**src/rtl/fifo_wr_arbiter_pkg.sv**
```systemverilog
// fifo_arb_pkg: shared definitions for the FIFO write-port arbiter.
//   arb_state_e : arbiter FSM encoding (IDLE / BURST / ROTATE)
//   CNT_MAX     : saturation value of the optional per-producer word counters
//   wrap_inc    : modulo-n increment used for the round-robin pointer
package fifo_arb_pkg;

  typedef enum logic [1:0] {
    IDLE   = 2'd0,
    BURST  = 2'd1,
    ROTATE = 2'd2
  } arb_state_e;

  localparam logic [15:0] CNT_MAX = 16'hFFFF;

  // Next index after v in a ring of n entries.
  function automatic int unsigned wrap_inc(input int unsigned v, input int unsigned n);
    if (v + 32'd1 >= n) begin
      return 32'd0;
    end else begin
      return v + 32'd1;
    end
  endfunction

endpackage

```
**src/rtl/fifo_wr_arbiter_if.sv**
```systemverilog
// fifo_wr_arbiter_if: producer/FIFO-facing bundle of the write arbiter.
//   req, req_data  : producer requests and their packed words
//   ack            : one-hot "word consumed" pulse back to the producers
//   fifo_full      : FIFO full flag
//   fifo_we        : FIFO write enable
//   fifo_data      : FIFO write data
//   grant_valid/id : current burst owner
// Modports: slave = arbiter view, master = producers + FIFO view.
interface fifo_wr_arbiter_if #(
  parameter int width    = 16,
  parameter int num_req  = 4,
  parameter int id_width = $clog2(num_req)
);
  logic [num_req-1:0]       req;
  logic [num_req*width-1:0] req_data;
  logic [num_req-1:0]       ack;
  logic                     fifo_full;
  logic                     fifo_we;
  logic [width-1:0]         fifo_data;
  logic                     grant_valid;
  logic [id_width-1:0]      grant_id;

  modport slave (
    input  req, req_data, fifo_full,
    output ack, fifo_we, fifo_data, grant_valid, grant_id
  );

  modport master (
    output req, req_data, fifo_full,
    input  ack, fifo_we, fifo_data, grant_valid, grant_id
  );
endinterface

```
**src/rtl/fifo_wr_arbiter_rr_picker.sv**
```systemverilog
// rr_picker: combinational round-robin search.
//   i_req   : request vector
//   i_ptr   : index the search starts from
//   o_found : at least one request is set
//   o_idx   : first set request at or above i_ptr, wrapping to 0
module rr_picker #(
  parameter int num_req  = 4,
  parameter int id_width = $clog2(num_req)
) (
  input  logic [num_req-1:0]  i_req,
  input  logic [id_width-1:0] i_ptr,
  output logic                o_found,
  output logic [id_width-1:0] o_idx
);

  // Walk the ring once starting at i_ptr; the first hit wins.
  always_comb begin
    o_found = 1'b0;
    o_idx   = '0;
    for (int k = 0; k < num_req; k++) begin
      int unsigned j;
      j = (32'(i_ptr) + 32'(k)) % 32'(num_req);
      if (!o_found && i_req[j]) begin
        o_found = 1'b1;
        o_idx   = id_width'(j);
      end else begin
        o_found = o_found;
      end
    end
  end

endmodule

```
**src/rtl/fifo_wr_arbiter.sv**
```systemverilog
// fifo_wr_arbiter: shares one FIFO write port among num_req producers with
// round-robin arbitration and bursts of at most max_burst words.
//   clk, rst : clock and synchronous active-high reset
//   bus      : fifo_wr_arbiter_if.slave (requests, acks, FIFO write side, grant)
//   word_cnt : per-producer 16-bit saturating ack counters, present only when
//              the macro FIFO_ARB_WORD_CNT_EN is defined
// Writes are combinational (zero-latency) from state, req and fifo_full, so a
// full FIFO blocks the write in the same cycle it is flagged.
module fifo_wr_arbiter
  import fifo_arb_pkg::*;
#(
  parameter int width     = 16,
  parameter int num_req   = 4,
  parameter int max_burst = 4,
  parameter int id_width  = $clog2(num_req)
) (
  input  logic                    clk,
  input  logic                    rst,
  fifo_wr_arbiter_if.slave        bus
`ifdef FIFO_ARB_WORD_CNT_EN
  ,
  output logic [num_req*16-1:0]   word_cnt
`endif
);

  localparam int CNT_W = $clog2(max_burst + 1);

  arb_state_e          r_state, w_next_state;
  logic [id_width-1:0] r_ptr, w_next_ptr;
  logic [id_width-1:0] r_owner, w_next_owner;
  logic [CNT_W-1:0]    r_cnt, w_next_cnt;
  logic [CNT_W-1:0]    w_cnt_inc;
  logic                w_pick_found;
  logic [id_width-1:0] w_pick_idx;
  logic                w_we;
  logic [id_width-1:0] w_writer;
  logic [num_req-1:0]  w_ack;

  rr_picker #(
    .num_req  (num_req),
    .id_width (id_width)
  ) u_picker (
    .i_req   (bus.req),
    .i_ptr   (r_ptr),
    .o_found (w_pick_found),
    .o_idx   (w_pick_idx)
  );

  assign w_cnt_inc = r_cnt + CNT_W'(1);

  // State register.
  always_ff @(posedge clk) begin
    if (rst) begin
      r_state <= IDLE;
      r_ptr   <= '0;
      r_owner <= '0;
      r_cnt   <= '0;
    end else begin
      r_state <= w_next_state;
      r_ptr   <= w_next_ptr;
      r_owner <= w_next_owner;
      r_cnt   <= w_next_cnt;
    end
  end

  // Next-state and write decision.
  always_comb begin
    w_next_state = r_state;
    w_next_ptr   = r_ptr;
    w_next_owner = r_owner;
    w_next_cnt   = r_cnt;
    w_we         = 1'b0;
    w_writer     = r_owner;
    if (rst) begin
      // Nothing is written while reset is held, even if requests are present.
      w_we = 1'b0;
    end else begin
      case (r_state)
        IDLE: begin
          if (!bus.fifo_full && w_pick_found) begin
            w_we         = 1'b1;
            w_writer     = w_pick_idx;
            w_next_owner = w_pick_idx;
            w_next_cnt   = CNT_W'(1);
            w_next_state = (max_burst == 1) ? ROTATE : BURST;
          end else begin
            w_next_state = IDLE;
          end
        end
        BURST: begin
          if (!bus.req[r_owner]) begin
            // Owner gave up: the rest of its burst is forfeited.
            w_next_state = ROTATE;
          end else if (bus.fifo_full) begin
            // Stall but keep the grant.
            w_next_state = BURST;
          end else if (r_cnt < CNT_W'(max_burst)) begin
            w_we       = 1'b1;
            w_next_cnt = w_cnt_inc;
            w_next_state = (w_cnt_inc == CNT_W'(max_burst)) ? ROTATE : BURST;
          end else begin
            // Burst length already exhausted; cannot normally be reached.
            w_next_state = ROTATE;
          end
        end
        ROTATE: begin
          w_next_ptr   = id_width'(wrap_inc(32'(r_owner), 32'(num_req)));
          w_next_cnt   = '0;
          w_next_state = IDLE;
        end
        default: begin
          w_next_state = IDLE;
          w_next_cnt   = '0;
        end
      endcase
    end
  end

  assign w_ack           = w_we ? (num_req'(1'b1) << w_writer) : '0;
  assign bus.ack         = w_ack;
  assign bus.fifo_we     = w_we;
  assign bus.fifo_data   = w_we ? bus.req_data[w_writer*width +: width] : '0;
  // Grant outputs come from registers but read as zero during the reset cycle.
  assign bus.grant_valid = !rst && ((r_state == BURST) || (r_state == ROTATE));
  assign bus.grant_id    = rst ? '0 : r_owner;

`ifdef FIFO_ARB_WORD_CNT_EN
  logic [num_req*16-1:0] r_word_cnt;

  // Per-producer ack counters, saturating at CNT_MAX.
  always_ff @(posedge clk) begin
    for (int i = 0; i < num_req; i++) begin
      if (rst) begin
        r_word_cnt[i*16 +: 16] <= 16'd0;
      end else if (w_ack[i] && (r_word_cnt[i*16 +: 16] != CNT_MAX)) begin
        r_word_cnt[i*16 +: 16] <= r_word_cnt[i*16 +: 16] + 16'd1;
      end else begin
        r_word_cnt[i*16 +: 16] <= r_word_cnt[i*16 +: 16];
      end
    end
  end

  assign word_cnt = r_word_cnt;
`endif

endmodule

```
**src/flat_wrapper.sv**
```systemverilog
// flat-port wrapper written by rule: the top's interface ports become plain ports
module fifo_wr_arbiter_flat import fifo_arb_pkg::*;
#(
  parameter int width     = 16,
  parameter int num_req   = 4,
  parameter int max_burst = 4,
  parameter int id_width  = $clog2(num_req)
)
  (clk, rst, bus_req, bus_req_data, bus_fifo_full, bus_ack, bus_fifo_we, bus_fifo_data, bus_grant_valid, bus_grant_id);
  fifo_wr_arbiter_if #(.width(width), .num_req(num_req), .id_width(id_width)) bus_i ();
  input  logic clk;
  input  logic rst;
  input wire logic [$bits(bus_i.req)-1:0] bus_req;
  input wire logic [$bits(bus_i.req_data)-1:0] bus_req_data;
  input wire logic [$bits(bus_i.fifo_full)-1:0] bus_fifo_full;
  output wire logic [$bits(bus_i.ack)-1:0] bus_ack;
  output wire logic [$bits(bus_i.fifo_we)-1:0] bus_fifo_we;
  output wire logic [$bits(bus_i.fifo_data)-1:0] bus_fifo_data;
  output wire logic [$bits(bus_i.grant_valid)-1:0] bus_grant_valid;
  output wire logic [$bits(bus_i.grant_id)-1:0] bus_grant_id;
  assign bus_i.req = bus_req;
  assign bus_i.req_data = bus_req_data;
  assign bus_i.fifo_full = bus_fifo_full;
  assign bus_ack = bus_i.ack;
  assign bus_fifo_we = bus_i.fifo_we;
  assign bus_fifo_data = bus_i.fifo_data;
  assign bus_grant_valid = bus_i.grant_valid;
  assign bus_grant_id = bus_i.grant_id;
  fifo_wr_arbiter #(.width(width), .num_req(num_req), .max_burst(max_burst), .id_width(id_width)) u_core (.clk(clk), .rst(rst), .bus(bus_i));
endmodule
```
**config.mk**
```make
export PLATFORM = sky130hd
export DESIGN_NAME = fifo_wr_arbiter_flat
export DESIGN_NICKNAME = d
export VERILOG_FILES = /design/src/rtl/fifo_wr_arbiter_pkg.sv /design/src/rtl/fifo_wr_arbiter_if.sv /design/src/rtl/fifo_wr_arbiter_rr_picker.sv /design/src/rtl/fifo_wr_arbiter.sv /design/src/flat_wrapper.sv
export SDC_FILE = /design/constraint.sdc
export NUM_CORES = 1
export LEC_CHECK = 0
export CAP_MARGIN = 5
export CORE_UTILIZATION = 34
export DETAILED_ROUTE_END_ITERATION = 8
export GPL_TIMING_DRIVEN = 0
export MAX_ROUTING_LAYER = met4
export PLACE_DENSITY = 0.84
export SETUP_SLACK_MARGIN = 0.15
export SLEW_MARGIN = 25
export SYNTH_ARGS = -nofsm -noshare
export SYNTH_HDL_FRONTEND = slang
export SYNTH_SLANG_ARGS = --single-unit
```
**constraint.sdc**
```tcl
create_clock -name clk -period 3.1 [get_ports clk]
set_input_delay 0.775 -clock clk [delete_from_list [all_inputs] [get_ports clk]]
set_output_delay 0.775 -clock clk [all_outputs]
set_load 0.1 [all_outputs]
```
==> parameters.txt, run 1 <==
Parameter                              Value

Global route
  Pin count of the biggest net entering global routing    11
  Antenna violations before repair    0

Clocking
  Cell at the root of the clock tree    clkbuf_4
  Count of hold-fix buffers inserted at cts    0
  TritonCTS Buffers    3
  Total number of H-tree levels    1
  Maximum clock path buffer count    2
  Clock net sink count    9

Timing
  Last worst endpoint in the global-route repair_timing    bus_fifo_data[7]
  Kind of the worst endpoint    top-level output

Floorplanning
  Die Ht    61.9 um
  Die X-Extent    between 60 and 70 um
  I/O pin total    between 90 and 100
  Core Rows    21
  Initial standard-cell utilization of the core    between 30% and 40%

Yosys
  Number of warning messages in the yosys log    0
  Average cell area after synthesis    about 8.8 um2
  Synth Instances    between 100 and 150
  Post-synth design cell area    roughly 1200 um2
  Total of flip-flops plus latches after synthesis    9
  Post-synth net total    215
  Unique cell type count in the Yosys netlist    38
  Portion of the post-synthesis area used by sequential elements    between 10% and 20%

Place
  Hpwl dp    4.06 mm
  Port buffer count    between 90 and 100
  Weighted congestion reported at the end of routability-driven placement    0.854
  Cell total after placement    between 200 and 300

Outcome
  Result of the run    stopped before the end
  Halt Reason    [ERROR DPL-0033] detailed placement checks failed during check placement.
  Halt Stage    5_1_grt
-- per-stage QoR --
| stage | setup WS (ns) | area [um2] |
|---|---|---|
| after global placement | -1.70 | 2520 |
| after CTS | -0.227 | 3080 |
| after floorplan | -0.296 | 1520 |
| after detailed placement | -1.75 | 2520 |
-- cells in the mapped netlist --
master,n,area [um2]
clkbuf_1,1,3.75
a21oi_2,1,8.76
mux2i_1,34,340
or2_2,1,6.26
o22ai_1,16,100
inv_4,1,6.26
inv_1,6,22.5
o21bai_1,1,7.51
nor2_1,8,30.0
nor4_2,1,12.5
mux4_2,1,22.5
nand2_4,1,11.3
o21ai_1,1,5.00
or3b_1,1,8.76
a211oi_1,3,22.5
nand2_1,6,22.5
and2_1,1,6.26
nor2b_1,6,37.5
mux2_2,1,11.3
a41oi_2,1,16.3
a31oi_4,1,21.3
and3_1,3,18.8
nand2_2,1,6.26
or4_4,1,11.3
a32oi_1,1,8.76
nand4b_1,1,8.76
o21ai_0,4,20.0
nor2_2,1,6.26
nor3b_4,1,18.8
dfxtp_1,9,180
buf_6,6,67.6
o31ai_1,1,7.51
o21ba_2,1,10.0
a21oi_1,5,25.0
nor3_1,2,10.0
nor3b_2,1,12.5
ha_1,6,75.1
o31a_1,1,8.76
-- cells by family after synthesis --
logic type	synth area share [%]
flip-flops	14.8
AND/OR/NAND/NOR	18.7
adder cells (fa/ha/maj)	6.16
buffers and inverters	8.21
AO/OA/AOI/OAI	21.5
multiplexers	30.7
-- repair_timing --
action / 4_1_cts
pin swaps: 23
setup buffers: 10
resized for setup: 268
cloned: 1
setup endpoints to repair: 24
==> run 2, diff against run 1 <==
- CORE_UTILIZATION: 34 -> 25
- MAX_ROUTING_LAYER: met4 -> not set
- PLACE_DENSITY: 0.84 -> not set
- PLACE_DENSITY_LB_ADDON: not set -> 0.15
- SETUP_SLACK_MARGIN: 0.15 -> not set
==> run 2 against run 1 <==
The flow now finishes, with violations (negative setup slack); synthesized area stayed put; synthesized cell count unchanged.
==> parameters.txt, run 2 <==
Parameter                              Value

Outcome
  Result of the run    finished with violations
  Violations in the final reports    negative setup slack

Floorplanning
  Initial standard-cell utilization of the core    ~26%
  Die X-Extent    between 70 and 80 um
  Die Ht    around 70 um
  Die outline area    between 5000 and 6000 um2
  Core Rows    25
  I/O pin total    95
  Area of the core region    about 4700 um2

Layout
  Most common library cell in the layout ignoring fill and taps    clkdlybuf4s50_1
  Flip-flop count of the largest register after layout    3
  Post-layout net count    between 300 and 400
  Share of cells above drive strength 1    47.1%
  Top library cells by usage in the layout, fill and taps aside    clkdlybuf4s50_1 (64), buf_12 (28), mux2i_2 (17), o22ai_4 (16), buf_4 (12)
  Register containing the most flip-flops in the final layout    u_core.r_cnt
  N_diodes    0
  Final instance area    3230 um2
  Final cell count without fillers    about 310
  Area grow syn2layout    165%

Yosys
  Post-synth net total    215
  Cell taking the most area after synthesis    mux2i_1
  Area share of the largest cell type after synthesis    between 20 and 30%
  Average cell area after synthesis    a little under 9 um2
  Most frequent cell after synthesis    mux2i_1
  Predominant post-synthesis flop cell    dfxtp_1
  Cell types occupying the most area after synthesis    mux2i_1 (28%), dfxtp_1 (15%), o22ai_1 (8.2%), ha_1 (6.2%), buf_6 (5.5%)
  Portion of the post-synthesis area used by sequential elements    between 10% and 20%
  Number of synthesized flops with an enable pin    0
  Total of flip-flops plus latches after synthesis    9
  Unique cell type count in the Yosys netlist    38
  Share of flip-flops with an asynchronous set or reset    0%
  List of most frequent post-synthesis cells    mux2i_1 (34), o22ai_1 (16), dfxtp_1 (9)
  Number of warning messages in the yosys log    0
  Synth Instances    roughly 140
  Post-synth design cell area    ~1200 um2

Routing
  Iteration-0 DRC count of the detailed router    42
  Count of vias placed by the detailed router    between 1500 and 2000
  Vias per inst    about 5
  Residual antenna-violating net count after detailed routing    0
  Routed len/inst    around 16 um
  Number of design rule violations left after detail routing    0
  Final WL    slightly below 5 mm
  Drt pass-1 iters    4

Timing
  Number of max-slew violations in the final report    0
  Final hold viol count    0
  Fin worst setup slack    -0.214 ns
  Measured slew at the worst slew-check pin    ~0.95 ns
  Max_slew headroom    roughly 37%
  Max Fclk    about 300 MHz
  Ratio of final minimum period to clock period    107%
  Unrepaired setup endpoints after global routing    yes
  Clock period minus final worst setup slack    ~3.3 ns
  Post-route clock skew    between 0.004 and 0.005 ns
  Number of endpoints failing setup at the final stage    19

Power and ir drop
  Pleak    ~1.2 nW
  Peak supply drop    0.315 mV
  Net Sw Power    between 400 and 500 uW
  Power share of the clock group    14.1%
  Switching share of power    42.6%
  Total internal power    around 540 uW
  Power density cells    292 nW/um2
  Share of total power in sequential cells    13.6%
  Combinational share of power    around 72%

Setup path
  Classification of the worst setup path    input pin to output pin
  Worst flop-to-flop path endpoint    u_core.r_cnt[0]
  Kind of start point of the critical path    input pin
  Stage delay of the slowest cell on the critical path    0.55 ns
  Logic depth of the worst register-to-register path    5
  Crit path DAT    approximately 2.5 ns
  Crit path launch    bus_req[2]
  Launch point of the worst reg-to-reg path    u_core.r_owner[0]
  Endpoint of the worst setup timing path    bus_fifo_data[7]
  Setup crit end kind    output pin
  Slowest-stage cell, CP    or4_4
  CP Cell Sequence    buf_8 -> or4_4 -> a21oi_2 -> a41oi_2 -> buf_6 -> buf_12 -> mux2i_2 -> o22ai_4 -> buf_12
  Top fanout value on the critical path    10
  Setup slack on the worst flop-to-flop path    ~1.3 ns
  Cell occurring most often along the worst timing path    buf_12
  Data required time at the worst endpoint    2.32 ns

Global route
  Number of global-route vias before repair    1600
  Antenna violations before repair    0
  Pin count of the biggest net entering global routing    11
  Total congestion overflow after global routing    0
  Global-route wire length before repair    roughly 8 mm
  GR Util All Layers    about a fifth

Clocking
  Clock tree from TritonCTS    yes
  TritonCTS Buffers    3
  Cell at the root of the clock tree    clkbuf_8
  Latest clock arrival within the worst-skew pair    about 0.23 ns
  Clock net sink count    9
  Count of hold-fix buffers inserted at cts    0
  Maximum clock path buffer count    2
  Total number of H-tree levels    1
  Clock transition at the registers of the reported paths    0.04 ns

Place
  Hpwl dp    roughly 3.5 mm
  Pre-CTS worst setup slack    -1.73 ns
  Port buffer count    94
  Cell total after placement    286
  Cell area after placement    roughly 2500 um2
  Weighted congestion reported at the end of routability-driven placement    around 0.76

Flow run
  MaxCap Viol Count    0

Worst hold path
  Path category of the worst min-delay check    register to register
[run 2: cell counts after synthesis]
Identical to the previous run, type by type.
[run 2: worst min path at each step]
| stage | from | end | cells after the start |
|---|---|---|---|
| 2_1_floorplan | u_core.r_cnt[0] | u_core.r_cnt[0] | 2 |
| 3_3_place_gp | u_core.r_cnt[0] | u_core.r_cnt[0] | 2 |
| 3_5_place_dp | u_core.r_cnt[0] | u_core.r_cnt[0] | 2 |
| 4_1_cts | u_core.r_cnt[0] | u_core.r_cnt[0] | 2 |
| 5_1_grt | u_core.r_cnt[0] | u_core.r_cnt[0] | 2 |
| 6_report | u_core.r_cnt[0] | u_core.r_cnt[0] | 2 |
[run 2: stage by stage]
step | power, mW | TNS (ns) | hold WS [ns] | utilization (%)
final | 0.943 | -3.21 | 0.499 | 68.9
after global routing | 0.983 | -4.20 | 0.539 | 68.9
after CTS | 0.910 | -3.57 | 0.503 | 65.8
after detailed placement | 0.656 | -34.99 | 0.492 | 53.7
after global placement | 0.653 | -34.86 | 0.489 | 53.7
after floorplan | 0.493 | -4.34 | 0.466 | -
[run 2: cell families after synthesis]
kind of cell	Yosys count	synth area share (%)
AO/OA/AOI/OAI	37	21.5
adder cells (fa/ha/maj)	6	6.16
buffers and inverters	14	8.21
flip-flops	9	14.8
multiplexers	36	30.7
AND/OR/NAND/NOR	36	18.7
[run 2: routing by layer]
layer	vias to the layer above	part of all wire [%]	global-route usage, %
met3	6	6.5	3.66
met2	61	51	37.2
met4	0	1.1	4.14
li1	766	-	-
met5	-	0	0
met1	712	41	23.8
[run 2: critical path: cells and delay by family]
family,cells,cell delay (ns)
buffers and inverters,4,0.64
AND/OR/NAND/NOR,1,0.55
AO/OA/AOI/OAI,3,0.40
multiplexers,1,0.17
[run 2: power groups by stage]
stage          sequential, mW  clock (mW)  combinational [mW]
6_report                0.128       0.133               0.682
5_1_grt                 0.129       0.143               0.711
4_1_cts                 0.128       0.137               0.645
3_5_place_dp            0.130           0               0.526
3_3_place_gp            0.130           0               0.523
2_1_floorplan           0.129           0               0.365
[run 2: final cells by class]
type / count / area, um2
plain buffers: 7 / 115
inverters: 7 / 33.8
fillers: 355 / 1460
well taps: 54 / 67.6
multi-input cells: 115 / 1410
clock buffers: 4 / 45.0
flip-flops and latches: 9 / 180
repair buffers: 115 / 1380
[run 2: what timing repair did]
action | 4_1_cts | 5_1_grt
pin swaps | 14 | 10
gates cloned | 2 | 0
resized for setup | 251 | 27
setup buffers | 16 | 3
setup endpoints to repair | 24 | 20
Note: power is estimated with default switching activity, not from simulation.
==> run 3, diff against run 2 <==
- CORE_ASPECT_RATIO: not set -> 1.25
- SLEW_MARGIN: 25 -> not set
==> run 3 against run 2 <==
The run still ends with negative setup slack left; die area barely moved; sequential cell count did not move; routed wire length rose by 8.7%; total power rose by 2.4%; clock power barely moved; via count rose by 2.9%; final area rose by 2.8%; critical endpoint is now bus_fifo_data[11]; largest power group unchanged.
==> parameters.txt, run 3 (synthesized netlist as in run 2, its figures left out) <==
Parameter                              Value

Outcome
  Result of the run    finished with violations
  Violations in the final reports    negative setup slack

Global route
  Antenna violations before repair    0
  Global-route wire length before repair    8.07 mm
  Number of global-route vias before repair    approximately 1600
  Total congestion overflow after global routing    0
  Met1 Usage GRT    21.0%
  Pin count of the biggest net entering global routing    11
  GR Util All Layers    roughly a fifth
  Met3 usage    under 10%
  Most crowded layer after global routing    met2
  Met2 Track Usage GR    around two fifths

Routing
  Vias per inst    about 4.9
  Residual antenna-violating net count after detailed routing    0
  Routed len/inst    approximately 17 um
  Final WL    ~5.4 mm
  Iteration-0 DRC count of the detailed router    19
  Drt pass-1 iters    4
  Count of vias placed by the detailed router    approximately 1600
  Number of design rule violations left after detail routing    0

Setup path
  CP Cell Sequence    buf_8 -> or4_4 -> a21oi_2 -> a41oi_2 -> buf_6 -> clkbuf_16 -> mux2i_2 -> o22ai_4 -> buf_12
  Kind of start point of the critical path    input pin
  Crit path DAT    2.58 ns
  Buf+Inv Stages, Crit Path    4
  Logic depth of the worst register-to-register path    5
  Setup slack on the worst flop-to-flop path    around 1.3 ns
  Top fanout value on the critical path    6
  Setup crit end kind    output pin
  Slowest-stage cell, CP    or4_4
  Worst flop-to-flop path endpoint    u_core.r_cnt[0]
  Launch point of the worst reg-to-reg path    u_core.r_owner[0]
  Classification of the worst setup path    input pin to output pin
  Worst path top cell family by delay    buffers and inverters
  Data required time at the worst endpoint    2.32 ns
  Stage delay of the slowest cell on the critical path    0.55 ns

Layout
  Most common library cell in the layout ignoring fill and taps    clkdlybuf4s50_1
  Final core utilization    roughly 71%
  Post-layout net count    around 340
  Share of cells above drive strength 1    between 50% and 60%
  Area grow syn2layout    173%
  N_diodes    0
  Number of filler instances in the final layout    330
  Final cell count without fillers    325
  Register containing the most flip-flops in the final layout    u_core.r_cnt
  Top library cells by usage in the layout, fill and taps aside    clkdlybuf4s50_1 (64), buf_12 (26), buf_4 (22), mux2i_2 (19), o22ai_4 (16)
  Final instance area    approximately 3300 um2
  Flip-flop count of the largest register after layout    3

Timing
  Max Fclk    a little under 300 MHz
  Fin worst setup slack    -0.260 ns
  Smallest hold slack    around 0.5 ns
  Number of max-slew violations in the final report    0
  Max_slew headroom    36.7%
  Measured slew at the worst slew-check pin    0.954 ns
  Ratio of final minimum period to clock period    108%
  Unrepaired setup endpoints after global routing    yes
  Post-route clock skew    roughly 0.0016 ns
  Clock period minus final worst setup slack    approximately 3.4 ns
  Final hold viol count    0
  Number of endpoints failing setup at the final stage    20

Clocking
  Latest clock arrival within the worst-skew pair    0.23 ns
  TritonCTS Buffers    3
  Count of hold-fix buffers inserted at cts    0
  Cell at the root of the clock tree    clkbuf_8
  Total number of H-tree levels    1
  Maximum clock path buffer count    2
  Clock tree from TritonCTS    yes
  Clock net sink count    9
  Clock transition at the registers of the reported paths    about 0.04 ns

Worst hold path
  Path category of the worst min-delay check    register to register
  Number of cells on the worst hold path    2
  Hold wc startpoint    u_core.r_cnt[0]
  Worst Hold Path EP    u_core.r_cnt[0]

Place
  Cell total after placement    ~290
  Port buffer count    94
  Cell area after placement    approximately 2500 um2
  Hpwl dp    about 3.6 mm
  Weighted congestion reported at the end of routability-driven placement    ~0.7

Power and ir drop
  Pleak    between 1 and 1.5 nW
  Total design power    approximately 970 uW
  Peak supply drop    0.263 mV
  Power density cells    291 nW/um2

Floorplanning
  I/O pin total    95
  Die outline area    between 5000 and 6000 um2
  Initial standard-cell utilization of the core    between 20% and 30%
  Die X-Extent    roughly 64 um
  Core Rows    28
  Die Ht    around 80 um
  Area of the core region    4690 um2

Flow run
  MaxCap Viol Count    0
run 3: worst max-delay path by stage:
stage               slack, ns          start  cells after the start                 to
floorplan               -0.30     bus_req[0]                      6  bus_fifo_data[10]
CTS                     -0.25     bus_req[3]                      9   bus_fifo_data[6]
detailed placement      -1.76  bus_fifo_full                      8  bus_fifo_data[10]
global placement        -1.72  bus_fifo_full                      8  bus_fifo_data[10]
global route            -0.33     bus_req[3]                      9   bus_fifo_data[8]
finish                  -0.26     bus_req[3]                      9  bus_fifo_data[11]
run 3: worst register-to-register path, cell delays in order, from the launching register on:
cell and delay (ns):
dfxtp_1 0.41, mux4_2 0.57, nor3b_4 0.19, buf_4 0.15
o21ai_0 0.25, a211oi_1 0.12
run 3: routing by layer:
layer	up-vias	part of all wire, %
li1	777	-
met1	733	37
met2	72	54
met3	8	7.4
met4	0	1.8
met5	-	0
run 3: through the flow:
step / TNS [ns] / worst slack (ns)
after global routing: -5.50 / -0.329
final: -4.05 / -0.260
after CTS: -3.75 / -0.254
after floorplan: -4.34 / -0.296
after global placement: -35.05 / -1.72
after detailed placement: -35.34 / -1.76
run 3: cell type report:
type | count | area [um2] | share of cell area, %
clock buffers | 4 | 45.0 | 1.36
multi-input cells | 115 | 1440 | 43.4
flip-flops and latches | 9 | 180 | 5.42
well taps | 60 | 75.1 | 2.26
repair buffers | 123 | 1430 | 43.1
inverters | 7 | 33.8 | 1.02
plain buffers | 7 | 115 | 3.47
run 3: repair_timing:
item / CTS / global route
pin swaps: 18 / 7
hold endpoints to repair: 0 / 0
setup endpoints to repair: 24 / 20
buffers inserted: 24 / 1
resized for setup: 271 / 8
cloned: 3 / 1
run 3: where the power goes:
part / switching [mW] / leakage (nW) / internal, mW
clock: 0.0431 / 0.0228 / 0.0893
combinational: 0.361 / 1.16 / 0.343
sequential: 0.00605 / 0.0733 / 0.122
